File: src/rtl/pwm_pkg.sv
// Shared definitions for the PWM path: capture FSM states and the {duty, period}
// word layout that the driver and the capture block agree on.
package pwm_pkg;

  localparam int DEF_CNT_W  = 8;

  // Field positions of the 16-bit {duty, period} word.
  localparam int DUTY_MSB   = 2 * DEF_CNT_W - 1;
  localparam int DUTY_LSB   = DEF_CNT_W;
  localparam int PERIOD_MSB = DEF_CNT_W - 1;
  localparam int PERIOD_LSB = 0;

  typedef enum logic [1:0] {
    IDLE = 2'd0,
    HIGH = 2'd1,
    LOW  = 2'd2
  } state_t;

endpackage

File: src/rtl/pwm_edge_sync.sv
// Two-flop synchroniser for an asynchronous pin, followed by a history flop
// that turns level changes into single-cycle rise/fall strobes.
module pwm_edge_sync (
  input  logic i_clk,
  input  logic i_rst,
  input  logic i_sig,
  output logic o_sync,
  output logic o_rise,
  output logic o_fall
);

  logic r_meta;
  logic r_sync;
  logic r_prev;

  always_ff @(posedge i_clk or posedge i_rst) begin
    if (i_rst) begin
      r_meta <= 1'b0;
      r_sync <= 1'b0;
      r_prev <= 1'b0;
    end else begin
      r_meta <= i_sig;
      r_sync <= r_meta;
      r_prev <= r_sync;
    end
  end

  assign o_sync = r_sync;
  assign o_rise = r_sync & ~r_prev;
  assign o_fall = ~r_sync & r_prev;

endmodule

File: src/rtl/pwm_capture.sv
// Measures high time and period of an asynchronous PWM input in prescaled ticks
// and publishes one {duty, period} word per input period.
module pwm_capture
  import pwm_pkg::*;
#(
  parameter int PRESCALE      = 1,
  parameter int TIMEOUT_TICKS = 512,
  parameter int CNT_W         = DEF_CNT_W
) (
  input  logic               sys_clk,
  input  logic               reset,
  input  logic               enable,
  input  logic               signal_in,
  output logic [2*CNT_W-1:0] data,
  output logic               valid,
  output logic               overflow,
  output logic               stuck,
  output state_t             o_dbg_state
);

  localparam int IDLE_W = $clog2(TIMEOUT_TICKS + 1);
  localparam int PRE_W  = (PRESCALE > 1) ? $clog2(PRESCALE) : 1;
  localparam logic [IDLE_W-1:0] TMO_LAST = IDLE_W'(TIMEOUT_TICKS - 1);
  localparam logic [CNT_W-1:0]  CNT_MAX  = '1;

  logic w_sync;
  logic w_rise;
  logic w_fall;
  logic w_tick;

  pwm_edge_sync u_edge_sync (
    .i_clk  (sys_clk),
    .i_rst  (reset),
    .i_sig  (signal_in),
    .o_sync (w_sync),
    .o_rise (w_rise),
    .o_fall (w_fall)
  );

  // Tick generator: free-running while enabled, phase restarts on enable.
  generate
    if (PRESCALE <= 1) begin : g_no_prescale
      assign w_tick = enable;
    end else begin : g_prescale
      logic [PRE_W-1:0] r_pre_cnt;

      always_ff @(posedge sys_clk or posedge reset) begin
        if (reset) begin
          r_pre_cnt <= '0;
        end else if (!enable) begin
          r_pre_cnt <= '0;
        end else if (r_pre_cnt == PRE_W'(PRESCALE - 1)) begin
          r_pre_cnt <= '0;
        end else begin
          r_pre_cnt <= r_pre_cnt + 1'b1;
        end
      end

      assign w_tick = enable & (r_pre_cnt == PRE_W'(PRESCALE - 1));
    end
  endgenerate

  state_t            r_state;
  state_t            w_state_nxt;
  logic [CNT_W-1:0]  r_high_cnt;
  logic [CNT_W-1:0]  r_per_cnt;
  logic [IDLE_W-1:0] r_idle_cnt;
  logic              r_sat;
  logic [2*CNT_W-1:0] r_data;
  logic              r_valid;
  logic              r_overflow;
  logic              r_stuck;

  logic             w_start;
  logic             w_pub;
  logic             w_tmo;
  logic             w_inc_high;
  logic             w_inc_per;
  logic             w_inc_idle;
  logic             w_tmo_hit;
  logic [CNT_W-1:0] w_start_val;

  assign w_tmo_hit   = w_tick & (r_idle_cnt == TMO_LAST);
  // The edge cycle already belongs to the new period, so it seeds the counts.
  assign w_start_val = {{(CNT_W-1){1'b0}}, w_tick};

  always_ff @(posedge sys_clk or posedge reset) begin
    if (reset) begin
      r_state <= IDLE;
    end else begin
      r_state <= w_state_nxt;
    end
  end

  always_comb begin
    w_state_nxt = r_state;
    w_start     = 1'b0;
    w_pub       = 1'b0;
    w_tmo       = 1'b0;
    w_inc_high  = 1'b0;
    w_inc_per   = 1'b0;
    w_inc_idle  = 1'b0;
    if (!enable) begin
      w_state_nxt = IDLE;
    end else begin
      case (r_state)
        IDLE: begin
          if (w_rise) begin
            w_start     = 1'b1;
            w_state_nxt = HIGH;
          end
        end
        HIGH, LOW: begin
          // A closing edge outranks a timeout landing in the same cycle.
          if (w_rise) begin
            w_pub       = 1'b1;
            w_start     = 1'b1;
            w_state_nxt = HIGH;
          end else if (w_tmo_hit) begin
            w_tmo       = 1'b1;
            w_state_nxt = IDLE;
          end else begin
            w_inc_per  = w_tick;
            w_inc_idle = w_tick;
            if (r_state == HIGH) begin
              if (w_fall) begin
                w_state_nxt = LOW;
              end else begin
                w_inc_high = w_tick;
              end
            end
          end
        end
        default: w_state_nxt = IDLE;
      endcase
    end
  end

  always_ff @(posedge sys_clk or posedge reset) begin
    if (reset) begin
      r_high_cnt <= '0;
      r_per_cnt  <= '0;
      r_idle_cnt <= '0;
      r_sat      <= 1'b0;
    end else if (w_start) begin
      r_high_cnt <= w_start_val;
      r_per_cnt  <= w_start_val;
      r_idle_cnt <= '0;
      r_sat      <= 1'b0;
    end else begin
      if (w_inc_high) begin
        if (r_high_cnt == CNT_MAX) begin
          r_sat <= 1'b1;
        end else begin
          r_high_cnt <= r_high_cnt + 1'b1;
        end
      end
      if (w_inc_per) begin
        if (r_per_cnt == CNT_MAX) begin
          r_sat <= 1'b1;
        end else begin
          r_per_cnt <= r_per_cnt + 1'b1;
        end
      end
      if (w_tmo) begin
        r_idle_cnt <= '0;
      end else if (w_inc_idle) begin
        r_idle_cnt <= r_idle_cnt + 1'b1;
      end
    end
  end

  // valid is a one-cycle strobe with no back-pressure: data/overflow/stuck
  // change only in the cycle valid is high and hold otherwise.
  always_ff @(posedge sys_clk or posedge reset) begin
    if (reset) begin
      r_data     <= '0;
      r_valid    <= 1'b0;
      r_overflow <= 1'b0;
      r_stuck    <= 1'b0;
    end else begin
      r_valid <= 1'b0;
      if (w_pub) begin
        r_data     <= {r_high_cnt, r_per_cnt};
        r_valid    <= 1'b1;
        r_overflow <= r_sat;
        r_stuck    <= 1'b0;
      end else if (w_tmo) begin
        r_data     <= {(2*CNT_W){w_sync}};
        r_valid    <= 1'b1;
        r_overflow <= 1'b0;
        r_stuck    <= 1'b1;
      end
    end
  end

  assign data        = r_data;
  assign valid       = r_valid;
  assign overflow    = r_overflow;
  assign stuck       = r_stuck;
  assign o_dbg_state = r_state;

endmodule

File: config.mk
export PLATFORM = sky130hd
export DESIGN_NAME = pwm_capture
export DESIGN_NICKNAME = d
export VERILOG_FILES = /design/src/rtl/pwm_pkg.sv /design/src/rtl/pwm_edge_sync.sv /design/src/rtl/pwm_capture.sv
export SDC_FILE = /design/constraint.sdc
export NUM_CORES = 1
export LEC_CHECK = 0
export ABC_AREA = 1
export CORE_MARGIN = 5
export CORE_UTILIZATION = 31
export CTS_CLUSTER_DIAMETER = 60
export DETAILED_ROUTE_END_ITERATION = 10
export GPL_TIMING_DRIVEN = 0
export HOLD_SLACK_MARGIN = 0.02
export PLACE_DENSITY_LB_ADDON = 0.2
export SYNTH_ARGS = -nofsm -noshare
export SYNTH_HDL_FRONTEND = slang
export SYNTH_HIERARCHICAL = 1
export SYNTH_SLANG_ARGS = --single-unit
File: constraint.sdc
create_clock -name sys_clk -period 4.14 [get_ports sys_clk]
set_clock_uncertainty 0.1 [all_clocks]
set_input_delay 1.242 -clock sys_clk [delete_from_list [all_inputs] [get_ports sys_clk]]
set_output_delay 1.242 -clock sys_clk [all_outputs]
set_load 0.01 [all_outputs]
After elaboration in Yosys (flattened, before gate mapping)
Index checks and enable logic that the tools add are counted.
{"block": "totals", "register_bits": 51, "in_bits": 4, "out_inout_bits": 21}
{"block": "op_classes", "n_addsub": 3, "eq_ne": 10, "n_mux": 48, "bitwise": 5, "reduce_logical": 10}
{"operator": "8-bit two-way mux", "n": 6}
{"operator": "16-bit two-way mux", "n": 2}
{"operator": "1-bit two-way mux", "n": 30}
{"operator": "10-bit two-way mux", "n": 3}
{"operator": "8-bit by 1-bit adder with 8-bit output, second input constant", "n": 2}
{"operator": "8-bit equality test, second input constant", "n": 2}
{"operator": "2-bit two-way mux", "n": 6}
{"operator": "10-bit by 1-bit adder with 10-bit output, second input constant", "n": 1}
{"operator": "10-bit by 9-bit equality test with 1-bit output, second input constant", "n": 1}
{"operator": "2-bit nonzero test", "n": 3}
{"operator": "5-bit by 3-bit inequality test with 1-bit output, second input constant", "n": 1}
{"operator": "5-bit by 4-bit inequality test with 1-bit output, second input constant", "n": 1}
{"operator": "2-bit inequality test, second input constant", "n": 2}
{"operator": "2-bit one-hot mux with 2 select lines", "n": 1}
{"operator": "2-bit AND reduction", "n": 2}
{"operator": "1-bit bitwise AND", "n": 3}
{"operator": "3-bit by 2-bit inequality test with 1-bit output, second input constant", "n": 1}
{"operator": "3-bit AND reduction", "n": 1}
{"operator": "3-bit nonzero test", "n": 1}
{"operator": "3-bit OR reduction", "n": 1}
{"operator": "2-bit by 1-bit equality test with 1-bit output, second input constant", "n": 1}
{"operator": "2-bit equality test, second input constant", "n": 1}
{"operator": "2-bit zero test", "n": 1}
{"operator": "1-bit NOT", "n": 2}
{"operator": "2-bit OR reduction", "n": 1}

Logic depth before layout (Yosys ltp)
{"block": "logic_depth", "depth_word": 12, "depth_mapped": 11, "ltp_nobuf": 11}

Modules after synthesis
The synthesis kept the hierarchy.
{"module": "pwm_capture", "n_inst": 1, "cells_each": 317, "area_per_inst_um2": 2690.1}
{"module": "pwm_edge_sync", "n_inst": 1, "cells_each": 8, "area_per_inst_um2": 93.8}

Least setup slack after synthesis
No wires, ideal clock.
{"block": "synth_timing", "path_type": "in2reg", "from": "in enable", "to": "reg r_high_cnt[3]", "setup_ns": 0.117, "arrival_time_ns": 2.056, "required_ns": 3.923, "path_slack_ns": 1.867, "cell_stages": 8, "n_path_buf": 1, "path_cell_list": "inv_2 -> nor2_1 -> nand2_4 -> buf_4 -> inv_2 -> nor2_1 -> nand3_1 -> nand2_1"}
{"block": "synth_via", "elab_chain_len": 7, "elab_cells_between_ends": 10}
{"element": "from (decl)", "line": "pwm_capture.sv:12", "source": "input logic enable,"}
{"element": "1-bit bitwise AND", "line": "pwm_capture.sv:83", "source": "assign w_tmo_hit = w_tick & (r_idle_cnt == TMO_LAST);"}
{"element": "1-bit two-way mux", "line": "pwm_capture.sv:119", "source": "end else if (w_tmo_hit) begin"}
{"element": "1-bit two-way mux", "line": "pwm_capture.sv:115", "source": "if (w_rise) begin"}
{"element": "1-bit two-way mux", "line": "pwm_capture.sv:106", "source": "case (r_state)"}
{"element": "1-bit two-way mux", "line": "pwm_capture.sv:103", "source": "if (!enable) begin"}
{"element": "2-bit nonzero test (no line)"}
{"element": "2-bit AND reduction (no line)"}
{"element": "to (signal assigned)", "line": "pwm_capture.sv:146", "source": "r_high_cnt <= w_start_val;"}
{"element": "to (signal assigned)", "line": "pwm_capture.sv:155", "source": "r_high_cnt <= r_high_cnt + 1'b1;"}
{"element": "to (decl)", "line": "pwm_capture.sv:65", "source": "logic [CNT_W-1:0] r_high_cnt;"}
Parallel ways exist; a longest one is shown, timed or not.
A chain may end at the register's enable or synchronous reset.

Worst setup path in the final report
{"block": "layout_timing", "from": "in enable", "to": "reg r_high_cnt[5]"}
Same word-level chain as after synthesis.

==> metrics <==
status finished, final reports clean; Buffers on Ports 24; layout cell share with drive strength beyond 1 ~15%; Global Route Usage Sum between 10% and 20%; CTS Root Buffer Type clkbuf_8; largest net degree at the start of global routing 39; initial drt markers ~110; TritonRoute pass-1 iters 4; total CTS buffers 5; critical-path maximum fanout 10; diode count 0; Routed Wire Length slightly above 6000 um; routed len/inst approximately 13 um; CTS tree done; post-synth cell types 32; later-pin clock latency in the skew report about 310 ps; commonest non-fill, non-tap cell in the layout nand2_1; Worst Hold Class flip-flop to flip-flop; Yosys warning count 6; WP data arrival around 2900 ps; # rows 34; min cycle time layout 2740 ps; post-synthesis register bit count 51; setup bufs post-CTS 0; placed inst area ~3200 um2; core footprint 8720 um2; dpl hpwl 4550 um; Leak 1.61 nW; final hold violation count 0; CTS hold repair buffers 0; Fmax approximately 360 MHz; CTS Buffer Depth 2; Max-Slew Margin vs Limit between 60% and 70%; fin area 3280 um2; Worst setup SP type input pin; Layout area overhead 17.8%; # nets final between 300 and 400; final setup vio count 0; Seq/Total Area, Yosys approximately 46%; Post-Syn Area about 2800 um2; R2R Setup Slk between 2000 and 2500 ps; register area ~1300 um2; unrepaired setup endpoints after global routing false; Final TNS setup 0 ps; most frequent cells in the layout 69 x nand2_1, 51 x dfrtp_1, 50 x nand3_1, 35 x nor2_1, 28 x inv_1; Remaining Overflow, GRT 0; Syn Area/Cell approximately 8.6 um2; Fillers 890; CP Class input pin to flip-flop; Initial Util a little under a third; Final Power around 1.5 mW; Die X 105 um; vias per inst 4.71; pwr dens approximately 470 nW/um2; Remaining DRCs 0; die height 105 um; CTS resizes 0; Post-Syn Nets 335; Die ar. about 11000 um2; Routability Congestion 0.766; Crit. End Element flip-flop; clock sinks approximately 50; via count ~2200; H-tree level count 2; Data required, critical path around 4200 ps; ANT nets after route 0; Mapped Cells approximately 330; Max Slew Vio Count 0; footprint of the multi-input gates between 1000 and 1500 um2; I/O pins 25; Max-Cap Viols 0; number of global-route vias before repair roughly 2100; peak supply drop between 0.0002 and 0.00025 V; initial antenna violation count 0; worst slew pin tran slightly below 600 ps; Final Cycle Share 66.2%; first-pass GRT wire length ~11000 um; CTS clk-pin slew, worst paths about 100 ps; Final Util a little under two fifths
kinds of logic (layout without fill, tap and decap cells):
logic type | after synthesis | count (layout) | synth area share, %
xor+xnor | 11 | 11 | 3.46
simple gates | 189 | 189 | 34.8
compound gates | 26 | 26 | 5.93
buf+inv | 42 | 75 | 7.28
fa+ha+maj | 6 | 6 | 2.70
flops | 51 | 51 | 45.8
where the power goes:
group | leakage (nW) | switching (mW) | internal, mW
registers | 0.683 | 0.0949 | 0.597
logic | 0.882 | 0.289 | 0.241
clock network | 0.0474 | 0.178 | 0.137
per-layer routing:
| layer | share of wire [%] | global-route usage [%] |
|---|---|---|
| met4 | 1.2 | 3.29 |
| met3 | 4.4 | 2.47 |
| met2 | 45 | 18.2 |
| met1 | 49 | 17.5 |
| met5 | 0 | 0 |
Yosys cell counts:
cell type / n / area share [%]
nor2_4: 2 / 0.81
buf_6: 3 / 1.2
clkinv_1: 2 / 0.27
inv_2: 3 / 0.40
nand3_2: 4 / 1.4
nand4_4: 2 / 1.5
o21ai_0: 9 / 1.6
nor2_1: 35 / 4.7
nor3_1: 1 / 0.18
clkbuf_1: 2 / 0.27
a31oi_1: 1 / 0.22
nor2_2: 1 / 0.22
nand4_1: 3 / 0.67
inv_4: 1 / 0.22
ha_1: 6 / 2.7
inv_1: 29 / 3.9
o31ai_1: 2 / 0.54
nor3b_2: 1 / 0.45
nand2_4: 7 / 2.8
nor4_1: 1 / 0.22
xnor2_1: 2 / 0.63
dfrtp_1: 51 / 46
a21oi_1: 4 / 0.72
buf_4: 1 / 0.27
nor2_8: 1 / 0.72
buf_12: 1 / 0.72
nand2_1: 69 / 9.3
o21ai_2: 3 / 0.94
nand2_2: 12 / 2.7
o211ai_1: 7 / 1.9
xor2_1: 9 / 2.8
nand3_1: 50 / 9.0
registers in the layout (all words and copies together), names as in the netlist, 2 cells and up:
name and count:
data 16, r_high_cnt 8, o_dbg_state 2, r_per_cnt 8
r_idle_cnt 10
path summary, 6_finish.rpt:
path | depth (start not counted) | from | to
max | 9 | enable | r_high_cnt[5]
min reg2reg | 0 | u_edge_sync/r_meta | u_edge_sync/o_sync
min | 0 | u_edge_sync/r_meta | u_edge_sync/o_sync
max reg2reg | 8 | u_edge_sync/o_sync | data[15]
min in group asynchronous | 2 | reset | u_edge_sync/r_meta
max in group asynchronous | 3 | reset | r_high_cnt[7]
critical path, stage by stage:
cell and delay (ps):
clkdlybuf4s50_1 520, inv_2 80, nor2_1 210, nand2_4 150, buf_4 230, inv_2 190
nor2_1 80, nand3_1 80, nand2_1 60
metrics by stage:
| step | worst slack, ps | std cells | hold slack [ps] |
|---|---|---|---|
| after CTS | 1380 | 466 | 267 |
| final | 1400 | 466 | 260 |
| after global placement | 480 | 457 | 237 |
| after global routing | 1250 | 466 | 273 |
| after floorplan | 1650 | 325 | 231 |
| after detailed placement | 1060 | 458 | 244 |
cell type report:
cell class | count | area share, %
clock buffers | 6 | 2.52
repair buffers | 25 | 7.94
multi-input cells | 232 | 39.8
inverters | 35 | 4.08
flip-flops and latches | 51 | 38.9
well taps | 108 | 4.12
plain buffers | 7 | 2.10
clock inverters | 2 | 0.496
No activity file was read; power rests on OpenSTA's default activity.
